$ cat config.mk
export PLATFORM = sky130hd
export DESIGN_NAME = word_stream_mux
export DESIGN_NICKNAME = d
export VERILOG_FILES = /design/src/rtl/aes_mux_pkg.sv /design/src/rtl/rr_arbiter.sv /design/src/rtl/word_stream_mux.sv
export SDC_FILE = /design/constraint.sdc
export NUM_CORES = 1
export LEC_CHECK = 0
export ABC_CLOCK_PERIOD_IN_PS = 3100
export BUFFER_PORTS_ARGS = -buffer_cell sky130_fd_sc_hd__buf_2
export CAP_MARGIN = 0
export CORE_UTILIZATION = 40
export CTS_BUF_LIST = sky130_fd_sc_hd__clkbuf_16
export CTS_CLUSTER_DIAMETER = 200
export DETAILED_ROUTE_END_ITERATION = 8
export GPL_ROUTABILITY_DRIVEN = 0
export PLACE_DENSITY_LB_ADDON = 0.12
export RECOVER_POWER = 50
export SKIP_CTS_REPAIR_TIMING = 1
export SLEW_MARGIN = 20
export SYNTH_ARGS = -nofsm -noshare
export SYNTH_HDL_FRONTEND = slang
export SYNTH_HIERARCHICAL = 1
export SYNTH_SLANG_ARGS = --single-unit
$ cat constraint.sdc
create_clock -name Clk -period 3.1 [get_ports Clk]
set_input_delay 0.155 -clock Clk [delete_from_list [all_inputs] [get_ports Clk]]
set_output_delay 0.155 -clock Clk [all_outputs]
set_load 0.005 [all_outputs]
$ cat src/rtl/aes_mux_pkg.sv
// Shared types for the AES word stream multiplexer: selection mode and packet-lock state.
package aes_mux_pkg;

    typedef enum logic {MODE_SEL = 1'b0, MODE_RR = 1'b1} mux_mode_e;

    typedef enum logic {LK_IDLE = 1'b0, LK_LOCKED = 1'b1} lock_state_e;

endpackage

$ cat src/rtl/rr_arbiter.sv
// Round-robin arbiter: first requester at or after the pointer, wrapping N-1 -> 0.
// The pointer moves to adv_idx+1 when advance is asserted by the owner of the transfer.
module rr_arbiter #(
    parameter int  N  = 4,
    localparam int IW = $clog2(N)
) (
    input  logic          Clk,
    input  logic          Reset,
    input  logic [N-1:0]  req,
    input  logic          advance,
    input  logic [IW-1:0] adv_idx,
    output logic [N-1:0]  grant,
    output logic [IW-1:0] grant_idx
);

    logic [IW-1:0] ptr_q;
    logic [IW-1:0] ptr_d;
    logic          found_s;

    function automatic logic [IW-1:0] cand_idx(input logic [IW-1:0] p, input int k);
        int s;
        s = int'(p) + k;
        if (s >= N) begin
            s = s - N;
        end else begin
            s = s;
        end
        return IW'(s);
    endfunction

    // Wrapping priority search starting at the pointer
    always_comb begin
        grant     = '0;
        grant_idx = '0;
        found_s   = 1'b0;
        for (int k = 0; k < N; k++) begin
            if (!found_s && req[cand_idx(ptr_q, k)]) begin
                found_s                   = 1'b1;
                grant[cand_idx(ptr_q, k)] = 1'b1;
                grant_idx                 = cand_idx(ptr_q, k);
            end else begin
                found_s = found_s;
            end
        end
    end

    // Next pointer: one past the channel that just transferred
    always_comb begin
        if (advance) begin
            ptr_d = (adv_idx == IW'(N - 1)) ? '0 : adv_idx + IW'(1);
        end else begin
            ptr_d = ptr_q;
        end
    end

    // Pointer register
    always_ff @(posedge Clk) begin
        if (Reset) begin
            ptr_q <= '0;
        end else begin
            ptr_q <= ptr_d;
        end
    end

endmodule

$ cat src/rtl/word_stream_mux.sv
// N-to-1 handshaked word selector with a single registered output stage.
// Optional packet locking on in_last is enabled by defining WORD_STREAM_MUX_PKT_LOCK_EN.
module word_stream_mux
    import aes_mux_pkg::*;
#(
    parameter int  WIDTH = 32,
    parameter int  N_IN  = 4,
    localparam int SEL_W = $clog2(N_IN)
) (
    input  logic                    Clk,
    input  logic                    Reset,
    input  logic [N_IN*WIDTH-1:0]   in_data,
    input  logic [N_IN-1:0]         in_valid,
    input  logic [N_IN-1:0]         in_last,
    output logic [N_IN-1:0]         in_ready,
    input  logic                    mode,
    input  logic [SEL_W-1:0]        sel,
    output logic [WIDTH-1:0]        out_data,
    output logic [SEL_W-1:0]        out_src,
    output logic                    out_valid,
    input  logic                    out_ready
);

    logic [WIDTH-1:0] words_s [N_IN];
    logic [N_IN-1:0]  sel_grant_s;
    logic [N_IN-1:0]  rr_grant_s;
    logic [N_IN-1:0]  grant_s;
    logic [SEL_W-1:0] rr_idx_s;
    logic [SEL_W-1:0] grant_idx_s;
    logic             can_load_s;
    logic             xfer_s;
    logic             advance_s;

    logic [WIDTH-1:0] out_data_q, out_data_d;
    logic [SEL_W-1:0] out_src_q,  out_src_d;
    logic             out_valid_q, out_valid_d;

    for (genvar i = 0; i < N_IN; i++) begin : g_unpack
        assign words_s[i] = in_data[i*WIDTH +: WIDTH];
    end

    assign can_load_s = !out_valid_q || out_ready;

    // Explicit select; indices beyond the last channel grant nothing
    always_comb begin
        if (int'(sel) < N_IN) begin
            sel_grant_s = in_valid[sel] ? (N_IN'(1) << sel) : '0;
        end else begin
            sel_grant_s = '0;
        end
    end

    rr_arbiter #(.N(N_IN)) u_rr (
        .Clk       (Clk),
        .Reset     (Reset),
        .req       (in_valid),
        .advance   (advance_s),
        .adv_idx   (grant_idx_s),
        .grant     (rr_grant_s),
        .grant_idx (rr_idx_s)
    );

`ifdef WORD_STREAM_MUX_PKT_LOCK_EN
    lock_state_e      lk_state_q;
    logic [SEL_W-1:0] lk_idx_q;

    // Packet lock FSM: hold the grant on one channel from first beat to last beat
    always_ff @(posedge Clk) begin
        if (Reset) begin
            lk_state_q <= LK_IDLE;
            lk_idx_q   <= '0;
        end else begin
            case (lk_state_q)
                LK_IDLE: begin
                    if (xfer_s && !in_last[grant_idx_s]) begin
                        lk_state_q <= LK_LOCKED;
                        lk_idx_q   <= grant_idx_s;
                    end
                end
                LK_LOCKED: begin
                    if (xfer_s && in_last[grant_idx_s]) begin
                        lk_state_q <= LK_IDLE;
                    end
                end
                default: lk_state_q <= LK_IDLE;
            endcase
        end
    end

    assign advance_s = xfer_s && in_last[grant_idx_s];
`else
    logic unused_last_s;
    assign unused_last_s = ^in_last;
    assign advance_s     = xfer_s;
`endif

    // Grant source: lock overrides mode, otherwise explicit select or round-robin
    always_comb begin
        grant_s     = '0;
        grant_idx_s = '0;
`ifdef WORD_STREAM_MUX_PKT_LOCK_EN
        if (lk_state_q == LK_LOCKED) begin
            grant_idx_s = lk_idx_q;
            grant_s     = in_valid[lk_idx_q] ? (N_IN'(1) << lk_idx_q) : '0;
        end else
`endif
        begin
            case (mux_mode_e'(mode))
                MODE_SEL: begin
                    grant_s     = sel_grant_s;
                    grant_idx_s = sel;
                end
                MODE_RR: begin
                    grant_s     = rr_grant_s;
                    grant_idx_s = rr_idx_s;
                end
                default: begin
                    grant_s     = '0;
                    grant_idx_s = '0;
                end
            endcase
        end
    end

    assign in_ready = (Reset || !can_load_s) ? '0 : grant_s;
    assign xfer_s   = |in_ready;

    // Output stage next state: a new load wins over a drain
    always_comb begin
        out_data_d  = out_data_q;
        out_src_d   = out_src_q;
        out_valid_d = out_valid_q;
        if (xfer_s) begin
            out_data_d  = words_s[grant_idx_s];
            out_src_d   = grant_idx_s;
            out_valid_d = 1'b1;
        end else if (out_ready) begin
            out_valid_d = 1'b0;
        end else begin
            out_valid_d = out_valid_q;
        end
    end

    // Output register
    always_ff @(posedge Clk) begin
        if (Reset) begin
            out_data_q  <= '0;
            out_src_q   <= '0;
            out_valid_q <= 1'b0;
        end else begin
            out_data_q  <= out_data_d;
            out_src_q   <= out_src_d;
            out_valid_q <= out_valid_d;
        end
    end

    assign out_data  = out_data_q;
    assign out_src   = out_src_q;
    assign out_valid = out_valid_q;

endmodule
-- Yosys cells after proc, flatten, opt, wreduce, memory -nomap -nowiden
Cells that the tools add are included.
W data, S select, Z words.
- flip-flop bits (word level): 37
- latch bits: 0
- bits in writable memories: 0
- memory bits (read-only): 0
- output and inout bits: 39
- memories: 0
- add/subtract/negate cells: 8
- $mul: 0
- div/mod/pow operators: 0
- order comparisons: 18
- equal/unequal tests: 1
- shift-type cells: 1
- muxes and demuxes: 47
- bitwise operators: 5
- reductions and logical operators: 16
- operator list (kind ; number):
    $bmux W32 S2 ; 1
    $mux W32 ; 2
    $lt A2 B3 Y1 const B ; 9
    $mux W2 ; 13
    $mux W4 ; 6
    $mux W1 ; 14
    $ge A3 B3 Y1 const B ; 4
    $or A4 B4 Y4 ; 3
    $bmux W1 S2 ; 5
    $demux W1 S2 ; 4
    $ge A2 B1 Y1 const B ; 4
    $pmux W4 S2 ; 1
    $sub A2 B1 Y2 const B ; 4
    $logic_and A1 B1 Y1 ; 7
    $add A2 B2 Y3 const B ; 2
    $logic_not A1 Y1 ; 5
    $pmux W2 S2 ; 1
    $reduce_or A4 Y1 ; 1
    $shl A1 B2 Y4 const A ; 1
    $add A2 B1 Y3 const B ; 1
    $ge A2 B3 Y1 const B ; 1
    $not A2 Y3 ; 1
    $add A2 B1 Y2 const B ; 1
    $eq A2 B2 Y1 const B ; 1
    other kinds (3) ; 4

-- Longest topological paths before layout
Gate-level depths: netlist of run 1.
- depth in word-level cells: 24
- depth in mapped cells: 17

-- Modules after synthesis
Netlist of run 1, hierarchy kept.
- by module, submodules not included (module ; instances ; cells each ; area an instance (um^2)):
    word_stream_mux ; 1 ; 252 ; 2471.1
    rr_arbiter ; 1 ; 69 ; 571.8

-- Worst setup path before layout of run 1
Ideal clock, no wire load.
- path type: register -> register
- start point: register u_rr.ptr_q[0]
- end point: register u_rr.ptr_q[1]
- library setup time: 114 ps
- arrival time: 3283 ps
- data required time: 2986 ps
- setup slack: -297 ps
- cell stages (with the launch flop): 18
- path buffers: 5
- path through: dfxtp_1 > buf_6 > buf_2 > inv_1 > ha_1 > buf_2 > nor2_1 > a32oi_1 > nand2_1 > a221o_1 > o41a_1 > a21oi_4 > or2_1 > buf_4 > buf_4 > inv_2 > mux2i_1 > nor2_1
- cells in the longest elaborated chain, start to end: 17
- elaborated cells between the ends (all ways): 74
- classes of those cells: 8 x add/sub; 12 x order compare; 1 x eq/ne; 39 x mux; 3 x bitwise; 11 x reduce/logical
- ends and longest elaborated chain (what ; line ; text):
    from (decl) ; rr_arbiter.sv:16 ; logic [IW-1:0] ptr_q;
    from (signal assigned) ; rr_arbiter.sv:61 ; ptr_q <= ptr_d;
    $add A2 B1 Y3 (tied with other cells) ; rr_arbiter.sv:22 ; s = int'(p) + k;
    $ge A3 B3 Y1 (tied with other cells) ; rr_arbiter.sv:23 ; if (s >= N) begin
    $mux W2 (tied with other cells) ; rr_arbiter.sv:23 ;
    $mux W2 (tied with other cells) ; rr_arbiter.sv:37 ; if (!found_s && req[cand_idx(ptr_q, k)]) begin
    $lt A2 B3 Y1 (not written as such) (tied with other cells) ; rr_arbiter.sv:39 ; grant[cand_idx(ptr_q, k)] = 1'b1;
    $logic_and A1 B1 Y1 (not written as such) (tied with other cells) ; rr_arbiter.sv:39 ;
    $mux W1 (not written as such) (tied with other cells) ; rr_arbiter.sv:39 ;
    $demux W1 S2 (tied with other cells) ; - ;
    [3 not listed] ; - ;
    $mux W4 / $logic_not A1 Y1 (equally long branches) ; rr_arbiter.sv:37 ;
    $or A4 B4 Y4 (no line) / $logic_and A1 B1 Y1 (equally long branches) ; - ;
    $mux W4 * ; rr_arbiter.sv:37 ;
    via rr_grant_s[2] ; word_stream_mux.sv:26 ; logic [N_IN-1:0] rr_grant_s;
    $pmux W4 S2 * ; word_stream_mux.sv:108 ; case (mux_mode_e'(mode))
    $mux W4 * ; word_stream_mux.sv:125 ; assign in_ready = (Reset || !can_load_s) ? '0 : grant_s;
    $reduce_or A4 Y1 * ; word_stream_mux.sv:126 ; assign xfer_s = |in_ready;
    via advance_s ; word_stream_mux.sv:32 ; logic advance_s;
Mark *: on every way through the listed nets, which the timed path passes. The rest lies on a longest branch. The select of a mux whose other input is x is not followed.
A chain may end at the register's enable or synchronous reset.

-- Final worst setup path of run 1
- start point: register u_rr.ptr_q[1]
- end point: register u_rr.ptr_q[0]
Same word-level chain as after synthesis.

==> results of run 1 <==
## worst reg2reg max path: stages (launching register included)
cell,delay (ns)
dfxtp_1,0.32
inv_1,0.09
ha_4,0.32
mux4_2,0.32
nor2b_4,0.15
a22o_1,0.17
a221o_1,0.29
o41a_1,0.47
a21oi_4,0.14
or2_4,0.15
buf_12,0.14
inv_4,0.04
mux2i_1,0.17
nor2_1,0.05
## cell families (layout without fill, tap and decap cells)
| family | Yosys count | after routing | synth area share |
|---|---|---|---|
| adders and majority gates | 6 | 6 | 0.0247 |
| and+or+nand+nor | 31 | 31 | 0.0555 |
| DFF | 37 | 37 | 0.243 |
| muxes | 105 | 105 | 0.371 |
| AOI/OAI and AO/OA | 99 | 99 | 0.230 |
| buffers and inverters | 43 | 215 | 0.0752 |
## per-layer routing
layer / GRT usage / wire length [um]
met5: 0 / 0
met1: 0.259 / 3580
met4: 0.0476 / 80
met2: 0.358 / 4240
met3: 0.0443 / 453
## report_power, final
part | internal, mW | switching, mW
combinational | 0.545 | 0.489
clock | 0.373 | 0.185
sequential | 0.576 | 0.0529
## area by class of cell
type,count,area (um^2),area share
multi-input combinational,241,2110,0.492
timing repair buffer,196,1100,0.257
sequential,37,744,0.174
clock buffer,5,125,0.0292
tap,99,124,0.0289
inverter,11,46.3,0.0108
clock inverter,3,37.5,0.00876
## cells in the mapped netlist, drive strengths merged (2+ instances only)
cell    number  share of area
a211oi       2         0.0066
a21oi        4          0.012
a221o        4          0.013
a22o         4          0.012
a31oi        2         0.0041
a32oi        6          0.017
buf         19          0.046
clkbuf      13          0.016
dfxtp       37           0.24
ha           6          0.025
inv         10          0.012
mux2        32           0.12
mux2i       70           0.23
mux4         3          0.022
nand2        3         0.0037
nand2b       3         0.0062
nor2        12          0.015
nor2b        3         0.0086
nor3         2         0.0033
nor3b        5          0.012
o211ai      33          0.081
o21ai       34          0.056
o21bai       2         0.0049
## registers in the layout, summed over array words and instances, names as in the netlist
| register | cells |
|---|---|
| u_rr/ptr_q | 2 |
| out_src | 2 |
| out_valid | 1 |
| out_data | 32 |
## final timing paths
| path | start | to | slack, ns | cells after the start |
|---|---|---|---|---|
| max | u_rr/ptr_q[1] | u_rr/ptr_q[0] | 0.17 | 13 |
| min | Reset | u_rr/ptr_q[0] | 0.10 | 2 |
| max reg2reg | u_rr/ptr_q[1] | u_rr/ptr_q[0] | 0.17 | 13 |
| min reg2reg | out_data[7] | out_data[7] | 0.49 | 2 |
## through the flow
step | power [mW] | hold slack (ns) | util | setup WS, ns | TNS, ns
after floorplan | 1.31 | 0.220 | - | -0.0280 | -0.0536
after global placement | 1.67 | 0.388 | 0.570 | 0.105 | 0
after detailed placement | 1.70 | 0.382 | 0.570 | 0.0877 | 0
after CTS | 2.26 | 0.0895 | 0.592 | 0.0417 | 0
after global routing | 2.37 | 0.103 | 0.588 | 0.0220 | 0
final | 2.22 | 0.101 | 0.588 | 0.168 | 0
==> metrics.md, run 1 <==
| Metric | Value |
|---|---|
| Outcome | `finished, final reports clean` |
| Die area | `7960 um^2` |
| Synthesis-stage register bit count | `37` |
| RSZ-0062 raised after global routing | `false` |
| Final Max Slew Viols | `0` |
| Fillers | `between 600 and 700` |
| Syn Std Cell Area | `slightly above 3000 um^2` |
| Die W | `around 89 um` |
| Worst-path maximum fanout | `11` |
| Detailed Place HPWL | `approximately 6400 um` |
| Worst Setup End Kind | `register` |
| Slowest stage cell, crit path | `o41a_1` |
| Layout area overhead | `40.8%` |
| Sequential share of the synthesized area | `0.243` |
| Critical path cell sequence | `inv_1 -> ha_4 -> mux4_2 -> nor2b_4 -> a22o_1 -> a221o_1 -> o41a_1 -> a21oi_4 -> or2_4 -> buf_12 -> inv_4 -> mux2i_1 -> nor2_1` |
| Net Count, Synth | `approximately 470` |
| Fin area | `approximately 4300 um^2` |
| Residual DRC count | `0` |
| CP bufs+invs | `3` |
| CTS Sinks | `37` |
| Worst-skew pair later-pin latency | `between 0.2 and 0.3 ns` |
| DR WL/cell | `around 14 um` |
| FFs w/ async S/R, synth | `0` |
| Initial antenna violation count | `0` |
| Antenna Nets Post-Route | `0` |
| ANT cells | `0` |
| Total CTS buffers | `5` |
| Syn Area/Cell | `9.48 um^2` |
| Final cycle utilization of the critical path | `0.946` |
| Peak supply drop | `about 0.26 mV` |
| Cells after synthesis | `~320` |
| Tightest Hold Check Type | `in -> reg` |
| Starting Density | `0.417` |
| Yosys cell types | `43` |
| Critical path arrival | `3.10 ns` |
| Worst-margin pin slew | `just over 0.4 ns` |
| Commonest cells after routing, fill and taps aside | `buf_2, mux2i_1, dfxtp_1` |
| Post-Layout Cell Count | `592` |
| Pin count of the biggest net entering global routing | `39` |
| Worst Setup Start Kind | `register` |
| First-pass GRT wire length | `12700 um` |
| Vias/cell | `5.32` |
| Port Buf Inserts | `176` |
| Max incr delay on CP | `around 0.47 ns` |
| Period minus WS final | `slightly below 3 ns` |
| Starting DRT DRC Count | `between 60 and 70` |
| Req. time, crit path | `3.26 ns` |
| Max_cap viols | `0` |
| Placed cell area | `about 4200 um^2` |
| Final net count | `640` |
| Vias in the first global route | `2667` |
| CTS tree | `done` |
| Total Routing Usage GR | `0.205` |
| P_leak | `2.06 nW` |
| Fraction of layout cells with a size suffix above 1 | `0.434` |
| Main synth FF type | `dfxtp_1` |
| Root Buffer | `clkbuf_16` |
| DIE HEIGHT | `89.2 um` |
| FP Rows | `31` |
| Maximum clock frequency | `about 340 MHz` |
| Clock Skew | `about 0.0032 ns` |
| WS Path Type | `reg -> reg` |
| Max clock buf depth | `2` |
| Finish-stage setup viols | `0` |
| EDFF count, synth | `0` |
| Vias | `around 3200` |
| Most common cell after layout, fill and taps aside | `buf_2` |
| Core Region | `between 7000 and 8000 um^2` |
| Kind of cell adding the most delay to the critical path | `compound AO/OA/AOI/OAI gates` |
| DP Cell Count | `583` |
| Routed Wire Length | `8360 um` |
| Yosys Warn Count | `6` |
| Slew margin rel. | `0.728` |
| Grt ovf | `0` |
| Fin. Hold Viols | `0` |
| Pwr per Cell Area | `around 520 nW/um^2` |
| Pre-Repair DR Iteration Count | `4` |
| Top-Level Pins | `between 150 and 200` |
| Htree depth | `2` |
| CTS clk-pin slew, worst paths | `0.05 ns` |
No activity file was read; power rests on OpenSTA's default activity.
==> inputs of run 2 (changes only) <==
--- a/config.mk
+++ b/config.mk
@@ -5,16 +5,17 @@
 export SDC_FILE = /design/constraint.sdc
 export NUM_CORES = 1
 export LEC_CHECK = 0
-export ABC_CLOCK_PERIOD_IN_PS = 3100
+export ABC_CLOCK_PERIOD_IN_PS = 2800
 export BUFFER_PORTS_ARGS = -buffer_cell sky130_fd_sc_hd__buf_2
 export CAP_MARGIN = 0
-export CORE_UTILIZATION = 40
+export CORE_UTILIZATION = 44
 export CTS_BUF_LIST = sky130_fd_sc_hd__clkbuf_16
 export CTS_CLUSTER_DIAMETER = 200
 export DETAILED_ROUTE_END_ITERATION = 8
 export GPL_ROUTABILITY_DRIVEN = 0
 export PLACE_DENSITY_LB_ADDON = 0.12
 export RECOVER_POWER = 50
+export REMOVE_ABC_BUFFERS = 1
 export SKIP_CTS_REPAIR_TIMING = 1
 export SLEW_MARGIN = 20
 export SYNTH_ARGS = -nofsm -noshare
==> constraint.sdc (replaced) <==
create_clock -name Clk -period 2.8 [get_ports Clk]
set_input_delay 0.14 -clock Clk [delete_from_list [all_inputs] [get_ports Clk]]
set_output_delay 0.14 -clock Clk [all_outputs]
set_load 0.005 [all_outputs]
==> run 2 against run 1 <==
Compared with the run above: the flow now finishes with violations (setup timing); non-clock buffer count is 12 higher; total power is 7.5% higher; critical path depth is 2 lower; worst setup slack worse by 0.24 ns; critical path type unchanged; critical endpoint is now out_src[0]; highest routed layer unchanged.
==> metrics.md, run 2 (synthesis gave the netlist of run 1 again) <==
| Metric | Value |
|---|---|
| Critical path arrival | `3.09 ns (about the same)` |
| Most Crowded Layer GR | `met2` |
| Maximum clock frequency | `349 MHz (+2.2%)` |
| CP bufs+invs | `2 (-1)` |
| WS Path Type | `reg -> reg` |
| Slack of the critical path | `-0.0678 ns (-0.236 ns)` |
| Final net count | `652 (+1.9%)` |
| Pin count of the biggest net entering global routing | `40 (+2.6%)` |
| Vias/cell | `5.46 (+2.6%)` |
| Req. time, crit path | `3.02 ns (-0.24 ns)` |
| Top-Level Pins | `181 (unchanged)` |
| Residual DRC count | `0 (unchanged)` |
| Clock Skew | `0.00456 ns (+0.00137 ns)` |
| CTS tree | `done` |
| RR Endpoint | `out_src[0]` |
| Vias | `3178 (+0.86%)` |
| Routed Wire Length | `8280 um (-0.95%)` |
| CTS Sinks | `37 (unchanged)` |
| Critical path cell sequence | `inv_2 -> ha_4 -> mux4_2 -> nor2b_4 -> a22o_1 -> a221o_1 -> o41a_1 -> a21oi_4 -> or2_4 -> buf_12 -> a32o_1` |
| DR WL/cell | `14.2 um (+0.76%)` |
| Starting Density | `0.469 (+0.0512)` |
| Worst-margin pin slew | `0.407 ns (-0.00126 ns)` |
| Layout area overhead | `41.5%` |
| Initial antenna violation count | `0 (unchanged)` |
| Starting DRT DRC Count | `103 (+51%)` |
| Pwr per Cell Area | `554 nW/um^2 (+6.9%)` |
| Tightest Hold Check Type | `in -> reg` |
| Slew margin rel. | `0.728 (+0.000845)` |
| Worst R2R Path Depth | `11 (-2)` |
| Commonest cells after routing, fill and taps aside | `buf_2, mux2i_1, dfxtp_1` |
| DP Cell Count | `572 (-1.9%)` |
| Vias in the first global route | `2987 (+12%)` |
| Fin. Hold Viols | `0 (unchanged)` |
| Pre-Repair DR Iteration Count | `4 (unchanged)` |
| Total CTS buffers | `5 (unchanged)` |
| Finish-stage setup viols | `36 (+36)` |
| DIE HEIGHT | `85.2 um (-4.6%)` |
| Die W | `85.2 um (-4.6%)` |
| Worst-path maximum fanout | `22 (+11)` |
| Min-delay src | `Reset` |
| First-pass GRT wire length | `13500 um (+6.1%)` |
| Worst-skew pair later-pin latency | `0.28 ns (about the same)` |
| Die area | `7250 um^2 (-8.9%)` |
| Peak supply drop | `0.303 mV (+18%)` |
| Fraction of layout cells with a size suffix above 1 | `0.489 (+0.0550)` |
| Crit path depth | `11 (-2)` |
| Worst Setup Start Kind | `register` |
| Most common cell after layout, fill and taps aside | `buf_2` |
| Worst Setup End Kind | `register` |
| ANT cells | `0 (unchanged)` |
| Antenna Nets Post-Route | `0 (unchanged)` |
| Detailed Place HPWL | `6400 um (+0.63%)` |
| Final cycle utilization of the critical path | `1.02 (+0.0784)` |
| FP Rows | `29 (-6.5%)` |
| Largest register FFs | `32 (unchanged)` |
| Port Buf Inserts | `176 (unchanged)` |
| Final Max Slew Viols | `0 (unchanged)` |
| GR Util met2 | `0.401 (+0.0429)` |
| M3 GR Usage | `0.0486 (+0.00432)` |
| Max_cap viols | `0 (unchanged)` |
| Setup crit end | `out_src[0]` |
| RSZ-0062 raised after global routing | `true` |
| Post-Place Setup Slack | `-0.200 ns (-0.287 ns)` |
| Root Buffer | `clkbuf_16` |
| Grt ovf | `0 (unchanged)` |
| Htree depth | `2 (unchanged)` |
| Worst R2R Start | `u_rr/ptr_q[1]` |
| CTS clk-pin slew, worst paths | `0.06 ns (about the same)` |
| Kind of cell adding the most delay to the critical path | `compound AO/OA/AOI/OAI gates` |
| Post-Layout Cell Count | `582 (-1.7%)` |
| Period minus WS final | `2.87 ns (-0.0643 ns)` |
| Met1 Track Usage GR | `0.280 (+0.0214)` |
| Core Region | `6490 um^2 (-11%)` |
| Fin area | `4310 um^2 (+0.50%)` |
| Max incr delay on CP | `0.48 ns (about the same)` |
| Total Routing Usage GR | `0.230 (+0.0250)` |
| Worst setup path startpoint | `u_rr/ptr_q[1]` |
| R2R setup slack | `-0.07 ns (-0.24 ns)` |
| Outcome | `finished with violations` |
| Slowest stage cell, crit path | `o41a_1` |
| P_leak | `2.16 nW (+4.9%)` |
| Failing checks | `setup timing` |
| Placed cell area | `4140 um^2 (-0.33%)` |
| Max clock buf depth | `2 (unchanged)` |
-- run 2: cell count changes in the layout (fill, tap and decap cells not counted), sizes merged --
cell	before	now
buf	162	193
bufinv	1	0
clkbuf	39	20
clkinv	2	3
-- run 2: how the worst min path moves through the flow --
| stage | endpoint | slack, ns | depth (start not counted) |
|---|---|---|---|
| finish | u_rr/ptr_q[1] | 0.06 | 2 |
| global route | u_rr/ptr_q[1] | 0.06 | 2 |
| CTS | out_valid | 0.05 | 2 |
| detailed placement | out_valid | 0.35 | 2 |
| global placement | out_valid | 0.35 | 2 |
| floorplan | out_valid | 0.21 | 1 |
-- run 2: stage by stage --
step	hold slack (ns)	total power [mW]	utilization	setup TNS [ns]
after floorplan	0.209	1.45	-	-164.90
after global placement	0.347	1.84	0.637	-3.52
after detailed placement	0.352	1.86	0.637	-6.32
after CTS	0.0547	2.39	0.659	-7.07
after global routing	0.0630	2.55	0.663	-5.09
final	0.0604	2.39	0.663	-1.48
-- run 2: routing by layer --
| metal | up-vias | wire, um |
|---|---|---|
| met5 | - | 0 |
| met4 | 0 | 126 |
| met3 | 11 | 544 |
| met2 | 119 | 4210 |
| met1 | 1452 | 3400 |
| li1 | 1596 | - |
-- run 2: layout make-up --
cell class	instances	area, um^2
Tap cell	77	96.3
Clock buffer	5	125
Inverter	11	43.8
Clock inverter	3	13.8
Sequential cell	37	743
Multi-Input combinational cell	241	2110
Fill cell	554	2190
Timing Repair Buffer	208	1180
-- run 2: power by group --
| group | internal (mW) | switching (mW) |
|---|---|---|
| clock network | 0.323 | 0.199 |
| registers | 0.638 | 0.0541 |
| logic | 0.623 | 0.549 |
| total | 1.58 | 0.803 |
